==> src/rtl/pipe_ctrl_pkg.sv <==
// ============================================================================
// pipe_ctrl_pkg : shared Y86-64 icode/stat constants and control FSM encoding
// Rev 1.0 : initial release
// ============================================================================
`default_nettype none

package pipe_ctrl_pkg;

  localparam logic [3:0] I_MRMOVQ = 4'h5;
  localparam logic [3:0] I_OPQ    = 4'h6;
  localparam logic [3:0] I_JXX    = 4'h7;
  localparam logic [3:0] I_RET    = 4'h9;
  localparam logic [3:0] I_POPQ   = 4'hB;
  localparam logic [3:0] RNONE    = 4'hF;

  localparam logic [2:0] S_AOK = 3'd1;
  localparam logic [2:0] S_HLT = 3'd2;
  localparam logic [2:0] S_ADR = 3'd3;
  localparam logic [2:0] S_INS = 3'd4;

  typedef enum logic {
    ST_RUN    = 1'b0,
    ST_HALTED = 1'b1
  } state_t;

  function automatic logic is_exc(input logic [2:0] s);
    return (s == S_HLT) || (s == S_ADR) || (s == S_INS);
  endfunction

endpackage

`default_nettype wire

==> src/rtl/pipe_hazard_detect.sv <==
// ============================================================================
// pipe_hazard_detect : combinational load/use, ret-in-flight and mispredict terms
// Rev 1.0 : initial release
// ============================================================================
`default_nettype none

module pipe_hazard_detect
  import pipe_ctrl_pkg::*;
(
  input  logic [3:0] D_icode_i,
  input  logic [3:0] d_srcA_i,
  input  logic [3:0] d_srcB_i,
  input  logic [3:0] E_icode_i,
  input  logic [3:0] E_dstM_i,
  input  logic       e_Cnd_i,
  input  logic [3:0] M_icode_i,
  output logic       lu_o,
  output logic       ret_o,
  output logic       mp_o
);

  assign lu_o  = ((E_icode_i == I_MRMOVQ) || (E_icode_i == I_POPQ)) &&
                 (E_dstM_i != RNONE) &&
                 ((E_dstM_i == d_srcA_i) || (E_dstM_i == d_srcB_i));

  assign ret_o = (D_icode_i == I_RET) || (E_icode_i == I_RET) || (M_icode_i == I_RET);

  assign mp_o  = (E_icode_i == I_JXX) && !e_Cnd_i;

endmodule

`default_nettype wire

==> src/rtl/pipe_ctrl.sv <==
// ============================================================================
// pipe_ctrl : Y86-64 pipeline stall/bubble control with run/halt FSM.
// Optional performance counters enabled by defining PIPE_CTRL_PERF_EN.
// Rev 1.0 : initial release
// ============================================================================
`default_nettype none

module pipe_ctrl
  import pipe_ctrl_pkg::*;
#(
  parameter int CNT_W = 32
) (
  input  logic             clk,
  input  logic             rst,
  input  logic [3:0]       D_icode,
  input  logic [3:0]       d_srcA,
  input  logic [3:0]       d_srcB,
  input  logic [3:0]       E_icode,
  input  logic [3:0]       E_dstM,
  input  logic             e_Cnd,
  input  logic [3:0]       M_icode,
  input  logic [2:0]       m_stat,
  input  logic [2:0]       W_stat,
  output logic             F_stall,
  output logic             D_stall,
  output logic             D_bubble,
  output logic             E_bubble,
  output logic             M_bubble,
  output logic             W_stall,
  output logic             set_cc,
  output logic             halted,
  output logic [2:0]       final_stat,
  output logic [CNT_W-1:0] cycle_cnt,
  output logic [CNT_W-1:0] instret_cnt,
  output logic [CNT_W-1:0] stall_cnt
);

  logic   lu, ret, mp;
  state_t state_q;
  logic   halted_q;
  logic [2:0] final_stat_q;

  pipe_hazard_detect u_hazard (
    .D_icode_i (D_icode),
    .d_srcA_i  (d_srcA),
    .d_srcB_i  (d_srcB),
    .E_icode_i (E_icode),
    .E_dstM_i  (E_dstM),
    .e_Cnd_i   (e_Cnd),
    .M_icode_i (M_icode),
    .lu_o      (lu),
    .ret_o     (ret),
    .mp_o      (mp)
  );

  // Reset flushes the pipe regardless of FSM state; HALTED freezes everything.
  always_comb begin
    F_stall  = 1'b0;
    D_stall  = 1'b0;
    D_bubble = 1'b0;
    E_bubble = 1'b0;
    M_bubble = 1'b0;
    W_stall  = 1'b0;
    set_cc   = 1'b0;
    if (rst) begin
      D_bubble = 1'b1;
      E_bubble = 1'b1;
      M_bubble = 1'b1;
    end else if (state_q == ST_HALTED) begin
      F_stall  = 1'b1;
      D_stall  = 1'b1;
      M_bubble = 1'b1;
      W_stall  = 1'b1;
    end else begin
      F_stall  = lu | ret;
      D_stall  = lu;
      D_bubble = mp | (!lu & ret);
      E_bubble = mp | lu;
      M_bubble = is_exc(m_stat) | is_exc(W_stat);
      W_stall  = is_exc(W_stat);
      set_cc   = (E_icode == I_OPQ) & !is_exc(m_stat) & !is_exc(W_stat);
    end
  end

  always_ff @(posedge clk) begin
    if (rst) begin
      state_q      <= ST_RUN;
      halted_q     <= 1'b0;
      final_stat_q <= S_AOK;
    end else begin
      case (state_q)
        ST_RUN: begin
          if (is_exc(W_stat)) begin
            state_q      <= ST_HALTED;
            halted_q     <= 1'b1;
            final_stat_q <= W_stat;
          end
        end
        default: begin
          state_q  <= ST_HALTED;
          halted_q <= 1'b1;
        end
      endcase
    end
  end

  assign halted     = halted_q;
  assign final_stat = final_stat_q;

`ifdef PIPE_CTRL_PERF_EN
  logic             run;
  logic [CNT_W-1:0] cycle_q, cycle_d;
  logic [CNT_W-1:0] instret_q, instret_d;
  logic [CNT_W-1:0] stall_q, stall_d;

  assign run = (state_q == ST_RUN);

  // Counters saturate at all-ones rather than wrapping.
  always_comb begin
    cycle_d   = cycle_q;
    instret_d = instret_q;
    stall_d   = stall_q;
    if (run) begin
      if (cycle_q != '1)
        cycle_d = cycle_q + CNT_W'(1);
      if ((W_stat == S_AOK) && (instret_q != '1))
        instret_d = instret_q + CNT_W'(1);
      if ((F_stall | D_bubble | E_bubble) && (stall_q != '1))
        stall_d = stall_q + CNT_W'(1);
    end
  end

  always_ff @(posedge clk) begin
    if (rst) begin
      cycle_q   <= '0;
      instret_q <= '0;
      stall_q   <= '0;
    end else begin
      cycle_q   <= cycle_d;
      instret_q <= instret_d;
      stall_q   <= stall_d;
    end
  end

  assign cycle_cnt   = cycle_q;
  assign instret_cnt = instret_q;
  assign stall_cnt   = stall_q;
`else
  assign cycle_cnt   = '0;
  assign instret_cnt = '0;
  assign stall_cnt   = '0;
`endif

endmodule

`default_nettype wire

==> config.mk <==
export PLATFORM = sky130hd
export DESIGN_NAME = pipe_ctrl
export DESIGN_NICKNAME = d
export VERILOG_FILES = /design/src/rtl/pipe_ctrl_pkg.sv /design/src/rtl/pipe_hazard_detect.sv /design/src/rtl/pipe_ctrl.sv
export SDC_FILE = /design/constraint.sdc
export NUM_CORES = 1
export LEC_CHECK = 0
export CAP_MARGIN = 20
export CORE_UTILIZATION = 24
export DETAILED_ROUTE_END_ITERATION = 7
export GPL_ROUTABILITY_DRIVEN = 0
export GPL_TIMING_DRIVEN = 1
export PLACE_DENSITY = 0.86
export SLEW_MARGIN = 30
export SYNTH_ARGS = -nofsm -noshare
export SYNTH_HDL_FRONTEND = slang
export SYNTH_SLANG_ARGS = --single-unit
==> constraint.sdc <==
create_clock -name clk -period 1.5 [get_ports clk]
set_clock_uncertainty 0.15 [all_clocks]
set_input_delay 0.3 -clock clk [delete_from_list [all_inputs] [get_ports clk]]
set_output_delay 0.3 -clock clk [all_outputs]
set_load 0.05 [all_outputs]
==> flow_metrics.tcl <==
set metrics [dict create \
    status "finished with violations" \
    violations "negative setup slack" \
    synth_mux_area_frac 0 \
    critPathMaxFanout 2 \
    ir_drop_v 0.000397 \
    grt_use_total 0.0928 \
    core_um2 4720 \
    core.rowCount 25 \
    start_util 0.248 \
    htreeDepth 1 \
    antenna_left 0 \
    first_pass_iters 6 \
    cts_buffers 3 \
    cts_tree "yes" \
    gr-total-overflow 0 \
    synth_common_cells "buf_4, nor2_1, xor2_1, a21oi_1, inv_1" \
    netlist_instances 157 \
    grt_max_degree 7 \
    finalCriticalPeriod_ns 2.00 \
    grt_pass1_vias 792 \
    min_period_over_period 1.33 \
    cts.path.max_buffers 2 \
    yosys.area.top_type_share 0.615 \
    ctsRootBufferMaster "clkbuf_8" \
    cts_num_sinks 5 \
    hold_class "input port to flip-flop" \
    drtIter0Drc 17 \
    p_leak_uw 0.000921 \
    final.fill_count 485 \
    die_h_um 71.9 \
    setup_viol 7 \
    synth_ff_type "dfxtp_1" \
    ios 140 \
    yosys.area_share.simple 0.128 \
    num_antenna_cells 0 \
    num_vias 938 \
    crit_start "d_srcA[2]" \
    insertion_delay_ns 0.23 \
    r2r-start "state_q" \
    clk_pin_slew_worst_paths_ns 0.04 \
    route.detailed.drc 0 \
    clock.fmax_ghz 0.500 \
    die_width_um 71.9 \
    final_cells 285 \
    r2r_slack_ns 0.07 \
    path_class "input port to output pin" \
    r2r-end "final_stat[2]" \
    grt_pass1_wl_mm 3.54 \
    viasPerCell 3.29 \
    dp.cells 280 \
    power_density_nw_per_um2 779 \
    max-cap-violations 0 \
    setup_ws_ns -0.499 \
    drive_above_1_share 0.330 \
    io_buffer_count 43 \
    synth_adder_area_share 0 \
    synthDistinctLibCells 24 \
    synth-async-reset-ratio 0 \
    final_cell_area_um2 1760 \
    netlist_area_um2 1170 \
    wl_mm 2.56 \
    synthToLayoutAreaGrowth_pct 50.3 \
    hold_viol 0 \
    post-dp-hpwl_mm 2.13 \
    synth_top_family_by_area "buffers and inverters" \
    startpoint_type "input port" \
    synth_compound_area_frac 0.0855 \
    dpl_cell_area_um2 1630 \
    endpoint_kind "output pin" \
    crit_required_ns 1.05 \
    ys_seq_area_frac 0.0855 \
    cp-endpoint "D_bubble" \
    yosysMostFrequentCell "buf_4" \
    holdBufCountCts 0 \
    die_area_um2 5160 \
    synth.largest_area_cell "buf_4" \
    synth-edff-count 0 \
    avgSynthCellArea_um2 7.46 \
    place_ws_ns -0.968 \
    final_net_count 252 \
    reg2reg_depth 5 \
    report.final.slew_viol_count 0 \
    ys_warn_count 0 \
    antenna_found_initial 0 \
    synth_xor_xnor_area_share 0.0598 \
    rsz0062_at_grt "yes" \
    crit_arrival_ns 1.55 \
    synth_seq_cells 5 \
    synth.area.top_cells "buf_4, dfxtp_1, xor2_1, a21oi_1, nor4bb_1" \
    wl_per_cell_um 8.99 \
]
==> report_power, final <==
group	internal, uW	switching [uW]
Clock	184	84.9
Sequential	144	14.1
Combinational	222	723
==> cell usage in the layout (no fill, tap or decap), types with 2 or more instances in the layout <==
master and instances:
nor4bb_4 3, a21oi_2 2, dlymetal6s2s_1 2, dlygate4sd2_1 11, clkbuf_8 3, conb_1 96
buf_6 7, o21ai_0 2, buf_12 10, buf_4 15, clkdlybuf4s15_1 3, inv_1 5
nor3b_4 2, nor2_1 6, dfxtp_1 4, xor2_1 7, buf_2 7, a21oi_1 3
nand3b_1 2, nor4_2 2
==> sequential cells by signal (all words and copies together), names as in the netlist <==
register / count
halted: 1
final_stat: 3
state_q: 1
==> routing by layer <==
| metal | up-vias | part of all wire | GRT usage |
|---|---|---|---|
| met4 | 0 | 0.022 | 0.0523 |
| met2 | 72 | 0.59 | 0.193 |
| met3 | 9 | 0.10 | 0.0211 |
| li1 | 437 | - | - |
| met5 | - | 0 | 0 |
| met1 | 420 | 0.28 | 0.0787 |
==> how the worst min path moves through the flow <==
| stage | from | endpoint | slack [ns] | cells after the start |
|---|---|---|---|---|
| floorplan | W_stat[1] | final_stat[1] | 0.32 | 2 |
| CTS | W_stat[2] | final_stat[1] | 0.32 | 4 |
| global route | W_stat[2] | final_stat[1] | 0.37 | 4 |
| detailed placement | halted | halted | 0.34 | 2 |
| finish | W_stat[2] | final_stat[1] | 0.31 | 4 |
| global placement | halted | halted | 0.33 | 2 |
==> per-stage QoR <==
step / hold slack [ns] / util / TNS [ns] / total power (uW)
CTS: 0.318 / 0.370 / -2.73 / 1380
detailed placement: 0.337 / 0.345 / -6.57 / 1080
global route: 0.372 / 0.373 / -2.93 / 1430
global placement: 0.325 / 0.345 / -6.29 / 1070
finish: 0.306 / 0.373 / -2.47 / 1370
floorplan: 0.317 / - / -2.29 / 1040
==> worst max-delay path: stages <==
cell and delay, ns:
clkbuf_2 0.09, xor2_1 0.17, nor4_2 0.30, o2111ai_2 0.18, buf_4 0.16, a21bo_4 0.21, buf_8 0.14
==> final cells by class <==
cell class                      count  area [um2]  share of cell area
Multi-Input combinational cell    144         886               0.503
Timing Repair Buffer               59         619               0.352
Sequential cell                     5         104              0.0590
Tap cell                           67        83.8              0.0476
Clock buffer                        4        45.0              0.0256
Inverter                            6        22.5              0.0128
==> cell families after synthesis <==
kind of cell           count (synthesis)
flip-flops                             5
AO/OA/AOI/OAI                         16
AND/OR/NAND/NOR                       24
other                                  1
XOR/XNOR                               8
buffers and inverters                103
==> what timing repair did <==
action / 4_1_cts / 5_1_grt
setup endpoints to repair: 8 / 8
buffers inserted: 2 / 2
pin swaps: 24 / 13
gates resized for setup: 103 / 11
Power figures use the tool's default switching activity.
